===== src/rtl/ha_exerciser_pkg.sv =====
// Shared types and golden model for the half-adder exerciser.
package ha_exerciser_pkg;

    // Run-control states of the exerciser.
    typedef enum logic [1:0] {
        HA_EX_IDLE   = 2'd0,
        HA_EX_SETTLE = 2'd1,
        HA_EX_CHECK  = 2'd2,
        HA_EX_DONE   = 2'd3
    } ha_ex_state_e;

    // Number of distinct input vectors of a half adder.
    localparam int unsigned HA_NUM_VEC = 4;

    // Golden half adder: vec = {in1,in2}, result = {carry,sum}.
    function automatic logic [1:0] ha_expected(input logic [1:0] vec);
        return {vec[1] & vec[0], vec[1] ^ vec[0]};
    endfunction

endpackage : ha_exerciser_pkg


===== src/rtl/ha_exerciser.sv =====
// Clocked exerciser for a half adder: sweeps all four input vectors for
// NUM_PASSES passes, holds each for SETTLE_CYCLES before checking, and
// reports a saturating error count plus a pass/fail verdict.
// Optional build macro: HA_EXERCISER_STOP_ON_FAIL_EN ends the run at the
// first mismatching vector instead of completing the sweep.
module ha_exerciser
    import ha_exerciser_pkg::*;
#(
    parameter int unsigned SETTLE_CYCLES = 1,
    parameter int unsigned NUM_PASSES    = 1,
    parameter int unsigned ERR_W         = 8
) (
    input  logic             clk,
    input  logic             rst_n,
    input  logic             start,
    output logic             in1,
    output logic             in2,
    input  logic             sum,
    input  logic             carry,
    output logic             busy,
    output logic             done,
    output logic             pass,
    output logic [ERR_W-1:0] err_cnt,
    output logic [1:0]       vec_idx
);

    localparam int unsigned SET_W  = (SETTLE_CYCLES > 1) ? $clog2(SETTLE_CYCLES) : 1;
    localparam int unsigned PASS_W = (NUM_PASSES > 1) ? $clog2(NUM_PASSES) : 1;

    localparam logic [SET_W-1:0]  SETTLE_LAST = SET_W'(SETTLE_CYCLES - 1);
    localparam logic [PASS_W-1:0] PASS_LAST   = PASS_W'(NUM_PASSES - 1);
    localparam logic [1:0]        VEC_LAST    = 2'(HA_NUM_VEC - 1);
    localparam logic [ERR_W-1:0]  ERR_MAX     = '1;

`ifdef HA_EXERCISER_STOP_ON_FAIL_EN
    localparam bit STOP_ON_FAIL = 1'b1;
`else
    localparam bit STOP_ON_FAIL = 1'b0;
`endif

    ha_ex_state_e      state;
    logic [SET_W-1:0]  settle_cnt;
    logic [PASS_W-1:0] pass_cnt;

    logic              mismatch_c;
    logic [ERR_W-1:0]  err_nxt_c;

    // The vector register drives the DUT operands directly.
    assign in1 = vec_idx[1];
    assign in2 = vec_idx[0];

    // Compare the returned result with the golden model; both bits wrong
    // still counts as a single error.
    always_comb begin
        mismatch_c = 1'b0;
        err_nxt_c  = err_cnt;
        mismatch_c = ({carry, sum} != ha_expected(vec_idx));
        if (mismatch_c && (err_cnt != ERR_MAX)) begin
            err_nxt_c = err_cnt + ERR_W'(1);
        end
    end

    // Run-control FSM with registered outputs.
    always_ff @(posedge clk or negedge rst_n) begin
        if (!rst_n) begin
            state      <= HA_EX_IDLE;
            vec_idx    <= 2'd0;
            settle_cnt <= '0;
            pass_cnt   <= '0;
            busy       <= 1'b0;
            done       <= 1'b0;
            pass       <= 1'b0;
            err_cnt    <= '0;
        end else begin
            done <= 1'b0;
            case (state)
                HA_EX_IDLE: begin
                    if (start) begin
                        state      <= HA_EX_SETTLE;
                        vec_idx    <= 2'd0;
                        settle_cnt <= '0;
                        pass_cnt   <= '0;
                        err_cnt    <= '0;
                        pass       <= 1'b0;
                        busy       <= 1'b1;
                    end
                end
                HA_EX_SETTLE: begin
                    if (settle_cnt == SETTLE_LAST) begin
                        settle_cnt <= '0;
                        state      <= HA_EX_CHECK;
                    end else begin
                        settle_cnt <= settle_cnt + SET_W'(1);
                    end
                end
                HA_EX_CHECK: begin
                    err_cnt <= err_nxt_c;
                    if (STOP_ON_FAIL && mismatch_c) begin
                        // Hold the failing vector for inspection.
                        state <= HA_EX_DONE;
                        busy  <= 1'b0;
                        done  <= 1'b1;
                        pass  <= 1'b0;
                    end else if (vec_idx == VEC_LAST) begin
                        if (pass_cnt == PASS_LAST) begin
                            // Last vector of last pass: vec_idx stays at 3.
                            state <= HA_EX_DONE;
                            busy  <= 1'b0;
                            done  <= 1'b1;
                            pass  <= (err_nxt_c == '0);
                        end else begin
                            pass_cnt <= pass_cnt + PASS_W'(1);
                            vec_idx  <= 2'd0;
                            state    <= HA_EX_SETTLE;
                        end
                    end else begin
                        vec_idx <= vec_idx + 2'd1;
                        state   <= HA_EX_SETTLE;
                    end
                end
                HA_EX_DONE: begin
                    state <= HA_EX_IDLE;
                end
                default: begin
                    state <= HA_EX_IDLE;
                end
            endcase
        end
    end

endmodule : ha_exerciser


===== config.mk =====
export PLATFORM = sky130hd
export DESIGN_NAME = ha_exerciser
export DESIGN_NICKNAME = d
export VERILOG_FILES = /design/src/rtl/ha_exerciser_pkg.sv /design/src/rtl/ha_exerciser.sv
export SDC_FILE = /design/constraint.sdc
export NUM_CORES = 1
export LEC_CHECK = 0
export CORE_MARGIN = 5
export CORE_UTILIZATION = 50
export CTS_CLUSTER_DIAMETER = 150
export DETAILED_ROUTE_END_ITERATION = 6
export PLACE_DENSITY = 0.78
export SLEW_MARGIN = 25
export SYNTH_ARGS = -nofsm -noshare
export SYNTH_HDL_FRONTEND = slang
export SYNTH_SLANG_ARGS = --single-unit

===== constraint.sdc =====
create_clock -name clk -period 2.4 [get_ports clk]
set_input_delay 0.6 -clock clk [delete_from_list [all_inputs] [get_ports clk]]
set_output_delay 0.6 -clock clk [all_outputs]
set_load 0.005 [all_outputs]

### Word-level counts from Yosys, hierarchy flattened

Index checks and enable logic that the tools add are counted.

* add/sub/neg operators: 4
* multiply operators: 0
* divide/modulo/power cells: 0
* $lt $le $gt $ge: 0
* eq/ne operators: 11
* shift-type cells: 0
* muxes and demuxes: 28
* bitwise operators: 2
* reduce and logical (&&, ||, !) cells: 11

Operators by type and width (count)
* 2-to-1 mux 8 bit: 2
* one-hot mux 8 bit (2 select lines): 1
* 2-to-1 mux 2 bit: 7
* 2-to-1 mux 1 bit: 12
* adder 8 x 1 -> 8 bit, second input constant: 1
* logical NOT 8 bit: 1
* != test 2 bit, second input constant: 4
* != test 8 bit, second input constant: 1
* one-hot mux 1 bit (2 select lines): 4
* one-hot mux 2 bit (4 select lines): 1
* == test 2 bit, second input constant: 3
* AND reduction 2 bit: 3
* AND reduction 3 bit: 2
* one-hot mux 2 bit (2 select lines): 1
* AND reduction 4 bit: 1
* nonzero test 2 bit: 2
* != test 3 bit, second input constant: 1
* adder 1 bit, second input constant: 2
* adder 2 x 1 -> 2 bit, second input constant: 1
* == test 2 x 1 -> 1 bit, second input constant: 1
* logical NOT 2 bit: 1
* != test 2 bit: 1
* bitwise AND 1 bit: 1
* logical AND 1 bit: 1
* XOR 1 bit: 1

* bits in registers: 17
* bits in latches: 0
* memory bits (writable): 0
* ROM bits: 0
* memories kept: 0

### Logic depth before layout (Yosys ltp)

Gate-level depths: netlist of the first run.

* depth in word-level cells: 8
* mapped depth: 7
* gate-level depth less buffers: 6

### Worst setup path before layout of the first run

No wires, ideal clock.

* path type: flip-flop to flip-flop
* from: register vec_idx[1]
* to: register pass
* arrival: 1.838 ns
* required time: 2.296 ns
* setup slack: 0.458 ns
* cell stages (with the launch flop): 7
* cell sequence: dfrtp_1 ha_1 xnor2_2 nand2_4 mux2_4 o22a_1 o41ai_2

* word-level cells in the longest chain between the ends: 8

RTL lines
* start: declaration: RTL line ha_exerciser.sv:24 `output logic [1:0] vec_idx`
* start signal: assignment: RTL line ha_exerciser.sv:117 `vec_idx <= vec_idx + 2'd1;`
* XOR 1 bit or bitwise AND 1 bit (tied branches): RTL line ha_exerciser_pkg.sv:17 `return {vec[1] & vec[0], vec[1] ^ vec[0]};`
* != test 2 bit: RTL line ha_exerciser.sv:57 `mismatch_c = ({carry, sum} != ha_expected(vec_idx));`
* logical AND 1 bit: RTL line ha_exerciser.sv:58 `if (mismatch_c && (err_cnt != ERR_MAX)) begin`
* 2-to-1 mux 8 bit: RTL line ha_exerciser.sv:58
* logical NOT 8 bit: RTL line ha_exerciser.sv:110 `pass <= (err_nxt_c == '0);`
* 2-to-1 mux 1 bit: RTL line ha_exerciser.sv:105 `if (pass_cnt == PASS_LAST) begin`
* 2-to-1 mux 1 bit: RTL line ha_exerciser.sv:104 `end else if (vec_idx == VEC_LAST) begin`
* one-hot mux 1 bit (2 select lines): RTL line ha_exerciser.sv:76 `case (state)`
* end signal: assignment: RTL line ha_exerciser.sv:110
* end: declaration: RTL line ha_exerciser.sv:22 `output logic pass,`

Several ways; a longest one is shown, not always the timed one. The select of a mux whose other input is x is not followed.
A chain may end at the register's enable or synchronous reset.

### Worst setup path in the final report of the first run

* from: register err_cnt[5]
* to: output port err_cnt[5]

RTL lines
* start: declaration: RTL line ha_exerciser.sv:23 `output logic [ERR_W-1:0] err_cnt,`
* start signal: assignment: RTL line ha_exerciser.sv:97 `err_cnt <= err_nxt_c;`

No word-level cell between the ends.

==> results of run 1 <==
[layout by cell type, fill, tap and decap left out, types with 2 or more instances in the layout]
cell             count
a21oi_1              7
a22o_1               3
a31oi_1              4
a41oi_1              2
clkbuf_4             3
clkdlybuf4s50_1     19
dfrtp_1             15
ha_1                 2
inv_1                4
mux2_2               2
mux2i_1              2
nand2_1             11
nand3_1              5
nor2_1               6
nor3_1               3
nor4_1               2
o21ai_0             10
[worst min-delay path by stage]
stage                     endpoint  cells after the start  start  slack [ns]
after floorplan               busy                      0  rst_n        0.30
after global placement        busy                      2   busy        0.51
after detailed placement      busy                      2   busy        0.53
after CTS                     busy                      2   busy        0.55
after global routing          busy                      2   busy        0.60
final                         busy                      2   busy        0.55
[sequential cells by signal, indices dropped and copies added, names as in the netlist]
register / flops
busy: 1
state: 2
err_cnt: 8
pass: 1
done: 1
vec_idx: 2
[cells by family (layout without fill, tap and decap cells)]
| family | Yosys count | after routing |
|---|---|---|
| xor+xnor | 3 | 3 |
| flops | 15 | 15 |
| compound gates | 33 | 33 |
| fa+ha+maj | 2 | 2 |
| mux | 5 | 5 |
| simple gates | 36 | 36 |
| buf+inv | 11 | 28 |
[worst register-to-register path: stages (launching register included)]
cell and delay [ns]:
dfrtp_1 0.43, ha_1 0.35, xnor2_4 0.25, nand2_4 0.08, mux2_4 0.30, o22a_1 0.22, o41ai_2 0.31
[Yosys cell counts, types with 3 or more instances]
master    n  area share (%)
o21ai_0  10             5.1
nand3_1   5             2.6
nor2_1    6             2.3
dfrtp_1  15              39
a22o_1    3             2.7
nor3_1    3             1.5
a31oi_1   4             2.6
inv_1     4             1.5
nand2_1  11             4.2
a21oi_1   7             3.6
[metal layers]
layer	GRT usage [%]	up-vias
li1	-	418
met3	3.05	5
met4	9.54	0
met5	0	-
met1	21.1	422
met2	29.3	52
[power by group through the flow]
stage | registers, mW | logic, mW | clock network, mW
6_report | 0.377 | 0.483 | 0.148
5_1_grt | 0.387 | 0.525 | 0.161
4_1_cts | 0.377 | 0.486 | 0.153
3_5_place_dp | 0.381 | 0.482 | 0
3_3_place_gp | 0.377 | 0.475 | 0
2_1_floorplan | 0.352 | 0.357 | 0
[stage by stage]
| step | worst slack, ns | util, % |
|---|---|---|
| floorplan | 0.458 | - |
| global placement | 0.115 | 61.0 |
| detailed placement | 0.0733 | 61.0 |
| CTS | 0.351 | 62.4 |
| global route | 0.218 | 62.4 |
| finish | 0.361 | 62.4 |
[final cells by class]
type	count	area, um2
Clock buffer	3	22.5
Clock inverter	1	5.00
Fill cell	148	714
Tap cell	27	33.8
Sequential cell	15	375
Multi-Input combinational cell	79	538
Inverter	4	15.0
Timing Repair Buffer	20	198
==> flow_summary.json, run 1 <==
{
  "top_layer": "met4",
  "syn-cell-area_um2": 975,
  "async_reset_ff_share_pct": 100,
  "p_per_area_mw_per_mm2": 849,
  "cts.root.buffer_cell": "clkbuf_4",
  "worstPathMaxFanout": 11,
  "dp_cells": 145,
  "routed-wl-met2_um": 1050,
  "switching_share_pct": 38.5,
  "cp_slowest_stage_delay_ns": 0.58,
  "end_kind": "output port",
  "dieArea_mm2": 0.00293,
  "seq_area_frac_synth_pct": 38.5,
  "tightest_slew_ns": 0.676,
  "port_buffers": 19,
  "routed_wl_um": 2260,
  "final_nets": 130,
  "cp.required_ns": 1.80,
  "gp_congestion": 0.853,
  "track_usage_pct": 17.5,
  "die_h_um": 54.2,
  "synth_fa_ha_area_share_pct": 2.57,
  "p_seq_share_pct": 37.4,
  "cts_setup_buffers": 0,
  "switchingPower_mw": 0.388,
  "dpl_cell_area_mm2": 0.00116,
  "antenna_found_initial": 0,
  "slowest_stage": "clkdlybuf4s50_1",
  "fp-row-count": 16,
  "die_x_um": 54.2,
  "ioPinCount": 20,
  "clkPwrFrac_pct": 14.7,
  "syn_inst": 105,
  "p_comb_share_pct": 47.9,
  "crit_chain": "clkdlybuf4s50_1",
  "hold_path.class": "reg2reg",
  "firstDrtPassIters": 4,
  "worstSetupStartpoint": "err_cnt[5]",
  "setup_tns_ns": 0,
  "cts_tree": "yes",
  "synth_xor_area_share_pct": 5.39,
  "coreArea_mm2": 0.00190,
  "synth_compound_area_share_pct": 22.2,
  "synth_warnings": 0,
  "crit_path_end": "err_cnt[5]",
  "fin_crit_ns": 2.04,
  "ant_nets": 0,
  "path_buf_inv": 1,
  "fin_cells": 149,
  "htreeDepth": 1,
  "grt_max_degree": 16,
  "r2r_slack_ns": 0.37,
  "path_clk_slew_ns": 0.09,
  "wl_per_cell_um": 15.2,
  "grt_pass1_vias": 816,
  "crit_type": "reg2out",
  "cts_buffers": 3,
  "drt_iter0_markers": 29,
  "cts_resized": 0,
  "rr_endpoint": "pass",
  "synth_top_family_by_area": "compound AO/OA/AOI/OAI gates",
  "start_util_pct": 51.3,
  "muxShareOfSynthArea_pct": 5.91,
  "cp.depth": 1,
  "intPower_mw": 0.620,
  "viasPerCell": 6.02,
  "ys_seq_elements": 15,
  "hold_violations": 0,
  "synth_nets": 112,
  "yosys.cell_types.count": 39,
  "final_area_mm2": 0.00119,
  "post-dp-hpwl_um": 1690,
  "outcome": "complete, no violations",
  "crit_path_start_kind": "register",
  "cts_buffer_depth": 2,
  "skew_ns": 0.000546,
  "maxCapViolCount": 0,
  "synth-simple-area-share_pct": 19.1,
  "finalCritPeriodShare_pct": 84.9,
  "leakage_nw": 0.492,
  "total_power_mw": 1.01,
  "grt.overflow.total": 0,
  "clk-insertion-delay-late_ns": 0.29,
  "peakVddDrop_uv": 550,
  "avgSynthCellArea_um2": 9.28,
  "wl_met3_um": 195,
  "critical_path.top_delay_family": "buffers and inverters",
  "drive_gt1_share_pct": 12.3,
  "wl_met1_um": 970,
  "hold_ws_ns": 0.548,
  "rsz0062_at_grt": "no",
  "setup_viol": 0,
  "synth_edf_count": 0,
  "drc": 0,
  "reg2reg_depth": 6,
  "area_delta_synth_final_pct": 21.8,
  "vias": 897,
  "r2r-start": "vec_idx[1]",
  "num_antenna_cells": 0,
  "ys.flop_type": "dfrtp_1",
  "relSlewSlack_pct": 54.6,
  "clkSinkCount": 15,
  "grt_pass1_wl_um": 3680,
  "cp.arrival_ns": 1.44,
  "cts_hold_buf": 0,
  "timing.fmax_mhz": 491,
  "final_max_slew_viol_count": 0
}
No activity file was read; power rests on OpenSTA's default activity.
==> inputs of run 2 (changes only) <==
clock period = 1.9 ns   (was 2.4 ns; I/O delays follow)
==> run 2 against run 1 <==
Effect of this change: critical path depth rose by 6; die area stayed put; clock skew grew 0.0030 ns; utilization grew 7.4 points; cell area is 12% higher; largest cell class unchanged.
==> flow_summary.json, run 2 (synthesis gave the netlist of run 1 again) <==
{
  "outcome": "complete, no violations",
  "timing.fmax_mhz": 541,
  "r2r_slack_ns": 0.05,
  "drc": 0,
  "coreArea_mm2": 0.00190,
  "wl_per_cell_um": 14.6,
  "register_area_um2": 378,
  "p_per_area_mw_per_mm2": 1080,
  "final_cell_mix": "clkdlybuf4s50_1, dfrtp_1, nand2_1, buf_4, o21ai_0",
  "htreeDepth": 1,
  "final_nets": 140,
  "multi_input_area_um2": 596,
  "grt_max_degree": 16,
  "area_delta_synth_final_pct": 36.2,
  "end_kind": "register",
  "firstDrtPassIters": 4,
  "setup_viol": 0,
  "mostFrequentLayoutCell": "clkdlybuf4s50_1",
  "cts_setup_buffers": 0,
  "dieArea_mm2": 0.00293,
  "num_antenna_cells": 0,
  "die_x_um": 54.2,
  "ioPinCount": 20,
  "final_area_mm2": 0.00133,
  "fp-row-count": 16,
  "clkSinkCount": 15,
  "worstSetupStartpoint": "vec_idx[1]",
  "largest_reg_flops": 8,
  "routed_wl_um": 2320,
  "crit_path_start_kind": "register",
  "switchingPower_mw": 0.535,
  "p_seq_share_pct": 31.5,
  "drive_gt1_share_pct": 24.2,
  "final_max_slew_viol_count": 0,
  "gp_congestion": 0.920,
  "setup_tns_ns": 0,
  "grt_pass1_vias": 881,
  "fill_cells": 131,
  "cp.arrival_ns": 2.04,
  "die_h_um": 54.2,
  "reg_top3": "err_cnt (8), state (2), vec_idx (2)",
  "track_usage_pct": 18.3,
  "drt_iter0_markers": 53,
  "rr_endpoint": "pass",
  "ant_nets": 0,
  "cts_buffers": 3,
  "port_buffers": 19,
  "skew_ns": 0.00359,
  "switching_share_pct": 37.4,
  "leakage_nw": 0.564,
  "viasPerCell": 5.78,
  "maxCapViolCount": 0,
  "intPower_mw": 0.895,
  "cts_hold_buf": 0,
  "cts.root.buffer_cell": "clkbuf_4",
  "fin_crit_ns": 1.85,
  "grt.overflow.total": 0,
  "dpl_cell_area_mm2": 0.00125,
  "finalCritPeriodShare_pct": 97.3,
  "top_register": "err_cnt",
  "post-dp-hpwl_um": 1670,
  "vias": 919,
  "antenna_found_initial": 0,
  "start_util_pct": 51.3,
  "fin_util_pct": 69.8,
  "clk-insertion-delay-late_ns": 0.28,
  "crit_type": "reg2reg",
  "reg2reg_depth": 7,
  "cp.required_ns": 2.09,
  "tightest_slew_ns": 0.525,
  "cts_buffer_depth": 2,
  "rsz0062_at_grt": "yes",
  "worstPathMaxFanout": 6,
  "total_power_mw": 1.43,
  "relSlewSlack_pct": 64.8,
  "p_comb_share_pct": 55.6,
  "hold_path.class": "in2async",
  "hold_violations": 0,
  "grt_pass1_wl_um": 3860,
  "peakVddDrop_uv": 860,
  "path_clk_slew_ns": 0.09,
  "r2r-start": "vec_idx[1]",
  "cts_tree": "yes",
  "clkPwrFrac_pct": 12.8
}
==> run 2: cell count changes in the layout (fill, tap and decap cells not counted), moves of 2 or more <==
cell / previous run / this run
buf_4: 1 / 11
clkdlybuf4s50_1: 19 / 17
dfrtp_1: 15 / 13
dfrtp_2: 0 / 2
dlymetal6s2s_1: 0 / 2
nor4_1: 2 / 0
==> run 2: layer usage <==
metal	vias up	wire [um]	global-route usage, %
met2	44	1150	29.9
met4	0	28	8.30
met3	4	154	4.16
met5	-	0	0
li1	441	-	-
met1	430	992	22.7
==> run 2: worst max-delay path, cell delays in order (launching register included) <==
cell,delay [ns]
dfrtp_1,0.42
ha_4,0.27
xnor2_4,0.18
nand2_4,0.08
buf_4,0.17
nor4_2,0.20
a21oi_1,0.11
o41ai_2,0.33
==> run 2: worst max-delay path by stage <==
stage,cells past startpoint,slack [ns],to
global placement,6,-0.23,pass
detailed placement,6,-0.26,pass
floorplan,6,0.001,pass
CTS,1,0.009,err_cnt[5]
finish,7,0.05,pass
global route,7,-0.07,pass
==> run 2: area by class of cell <==
type                    instances  share of cell area (%)
flip-flops and latches         15                    28.5
clock inverters                 1                   0.377
well taps                      27                    2.54
repair buffers                 30                    20.9
multi-input cells              79                    44.9
inverters                       4                    1.13
clock buffers                   3                    1.70
==> run 2: timing repair <==
action | 4_1_cts | 5_1_grt
pin swaps | 0 | 4
setup endpoints to repair | 1 | 3
resized for setup | 1 | 10
==> run 2: stage by stage <==
stage	setup slack, ns	hold WS [ns]	std cells
6_report	0.0520	0.495	159
5_1_grt	-0.0669	0.515	159
4_1_cts	0.00883	0.497	159
3_5_place_dp	-0.261	0.540	155
3_3_place_gp	-0.231	0.513	155
2_1_floorplan	0.00130	0.179	105
==> run 2: power groups by stage <==
stage                     clock [mW]  combinational (mW)  sequential, mW
after floorplan                    0               0.465           0.451
after global placement             0               0.733           0.453
after detailed placement           0               0.744           0.455
after CTS                      0.190               0.786           0.450
after global routing           0.206               0.866           0.461
final                          0.183               0.796           0.451
==> inputs of run 3 (changes only) <==
CORE_MARGIN = 3   (was 5)
PLACE_DENSITY = 0.86   (was 0.78)
==> run 3 against run 2 <==
Effect of this change: first-iteration DRC count rose by 25%; routed wire length rose by 18%; clock skew fell by 0.0025 ns; non-clock buffer count rose by 5; largest cell class unchanged; cell area rose by 1.3%; via count rose by 12%; combinational power rose by 5.3%; power rose by 3.3%; utilization rose by 5.6 points; global-route usage rose by 6.9 points; sequential cell count did not move.
==> flow_summary.json, run 3 (synthesis gave the netlist of run 1 again) <==
{
  "r2r_slack_ns": 0.04,
  "fin_util_pct": 75.4,
  "area_delta_synth_final_pct": 38.0,
  "top_register": "err_cnt",
  "fin_crit_ns": 1.86,
  "finalCritPeriodShare_pct": 97.8,
  "cts.root.buffer_cell": "clkbuf_4",
  "mostFrequentLayoutCell": "clkdlybuf4s50_1",
  "drc": 0,
  "crit_path_start_kind": "register",
  "antenna_found_initial": 0,
  "tightest_slew_ns": 0.416,
  "cts_buffer_depth": 2,
  "setup_tns_ns": 0,
  "ant_nets": 0,
  "final_nets": 145,
  "reg2reg_depth": 6,
  "hold_path.class": "in2async",
  "htreeDepth": 1,
  "p_per_area_mw_per_mm2": 1100,
  "cp.arrival_ns": 2.02,
  "post-dp-hpwl_um": 1970,
  "gp_congestion": 0.971,
  "track_usage_pct": 25.2,
  "end_kind": "register",
  "clkSinkCount": 15,
  "final_area_mm2": 0.00135,
  "rr_endpoint": "pass",
  "cts_setup_buffers": 0,
  "routed_wl_um": 2750,
  "skew_ns": 0.00113,
  "dpl_cell_area_mm2": 0.00128,
  "peakVddDrop_uv": 773,
  "final_cell_mix": "clkdlybuf4s50_1, buf_4, dfrtp_1",
  "start_util_pct": 54.7,
  "num_antenna_cells": 0,
  "ioPinCount": 20,
  "wl_per_cell_um": 17.0,
  "viasPerCell": 6.33,
  "fill_cells": 122,
  "die_h_um": 50.2,
  "path_clk_slew_ns": 0.09,
  "cts_tree": "yes",
  "relSlewSlack_pct": 72.1,
  "grt_pass1_vias": 1024,
  "cts_buffers": 3,
  "drt_iter0_markers": 66,
  "worstPathMaxFanout": 7,
  "grt.overflow.total": 0,
  "final_max_slew_viol_count": 0,
  "dieArea_mm2": 0.00252,
  "setup_viol": 0,
  "grt_max_degree": 16,
  "fp-row-count": 15,
  "clk-insertion-delay-late_ns": 0.28,
  "drive_gt1_share_pct": 24.1,
  "cp.required_ns": 2.06,
  "outcome": "complete, no violations",
  "reg_top3": "err_cnt (8), state (2), vec_idx (2)",
  "vias": 1026,
  "leakage_nw": 0.580,
  "r2r-start": "err_cnt[0]",
  "crit_type": "reg2reg",
  "largest_reg_flops": 8,
  "rsz0062_at_grt": "yes",
  "maxCapViolCount": 0,
  "port_buffers": 19,
  "coreArea_mm2": 0.00178,
  "firstDrtPassIters": 4,
  "dp_cells": 158,
  "timing.fmax_mhz": 538,
  "grt_pass1_wl_um": 4770,
  "fin_cells": 162,
  "die_x_um": 50.2,
  "hold_violations": 0,
  "total_power_mw": 1.48
}
-- run 3: cell type report --
type | count | area (um2) | share of cell area, %
clock buffers | 4 | 26.3 | 1.95
inverters | 4 | 15.0 | 1.12
multi-input cells | 79 | 584 | 43.4
flip-flops and latches | 15 | 377 | 28.0
well taps | 25 | 31.3 | 2.33
repair buffers | 35 | 312 | 23.2
-- run 3: worst max-delay path by stage --
stage | to | startpoint | cells past startpoint
4_1_cts | pass | vec_idx[1] | 6
5_1_grt | pass | vec_idx[1] | 7
2_1_floorplan | pass | vec_idx[1] | 6
3_5_place_dp | pass | carry | 6
6_report | pass | err_cnt[0] | 6
3_3_place_gp | pass | carry | 6
-- run 3: metal layers --
| layer | up-vias | track usage (%) | part of all wire, % |
|---|---|---|---|
| li1 | 453 | - | - |
| met1 | 480 | 31.2 | 41 |
| met2 | 75 | 43.0 | 47 |
| met3 | 18 | 4.75 | 8.5 |
| met4 | 0 | 9.68 | 3.5 |
| met5 | - | 0 | 0 |
-- run 3: through the flow --
step	setup slack, ns	hold WS (ns)
3_3_place_gp	-0.260	0.514
5_1_grt	-0.0344	0.514
6_report	0.0419	0.500
2_1_floorplan	0.00130	0.179
4_1_cts	0.0197	0.506
3_5_place_dp	-0.350	0.523
-- run 3: where the power goes --
part	switching [mW]	internal [mW]
clock network	0.105	0.0816
registers	0.0717	0.380
logic	0.377	0.462
-- run 3: timing repair --
action,CTS,global route
gates resized for setup,3,4
pin swaps,0,1
hold buffers,0,0
setup endpoints to repair,1,2
-- run 3: worst max-delay path: stages, from the launching register on --
cell and delay [ns]:
dfrtp_1 0.39, ha_1 0.29, and4_1 0.27, and4b_1 0.21
or2_2 0.30, a21oi_1 0.18, o41ai_2 0.10
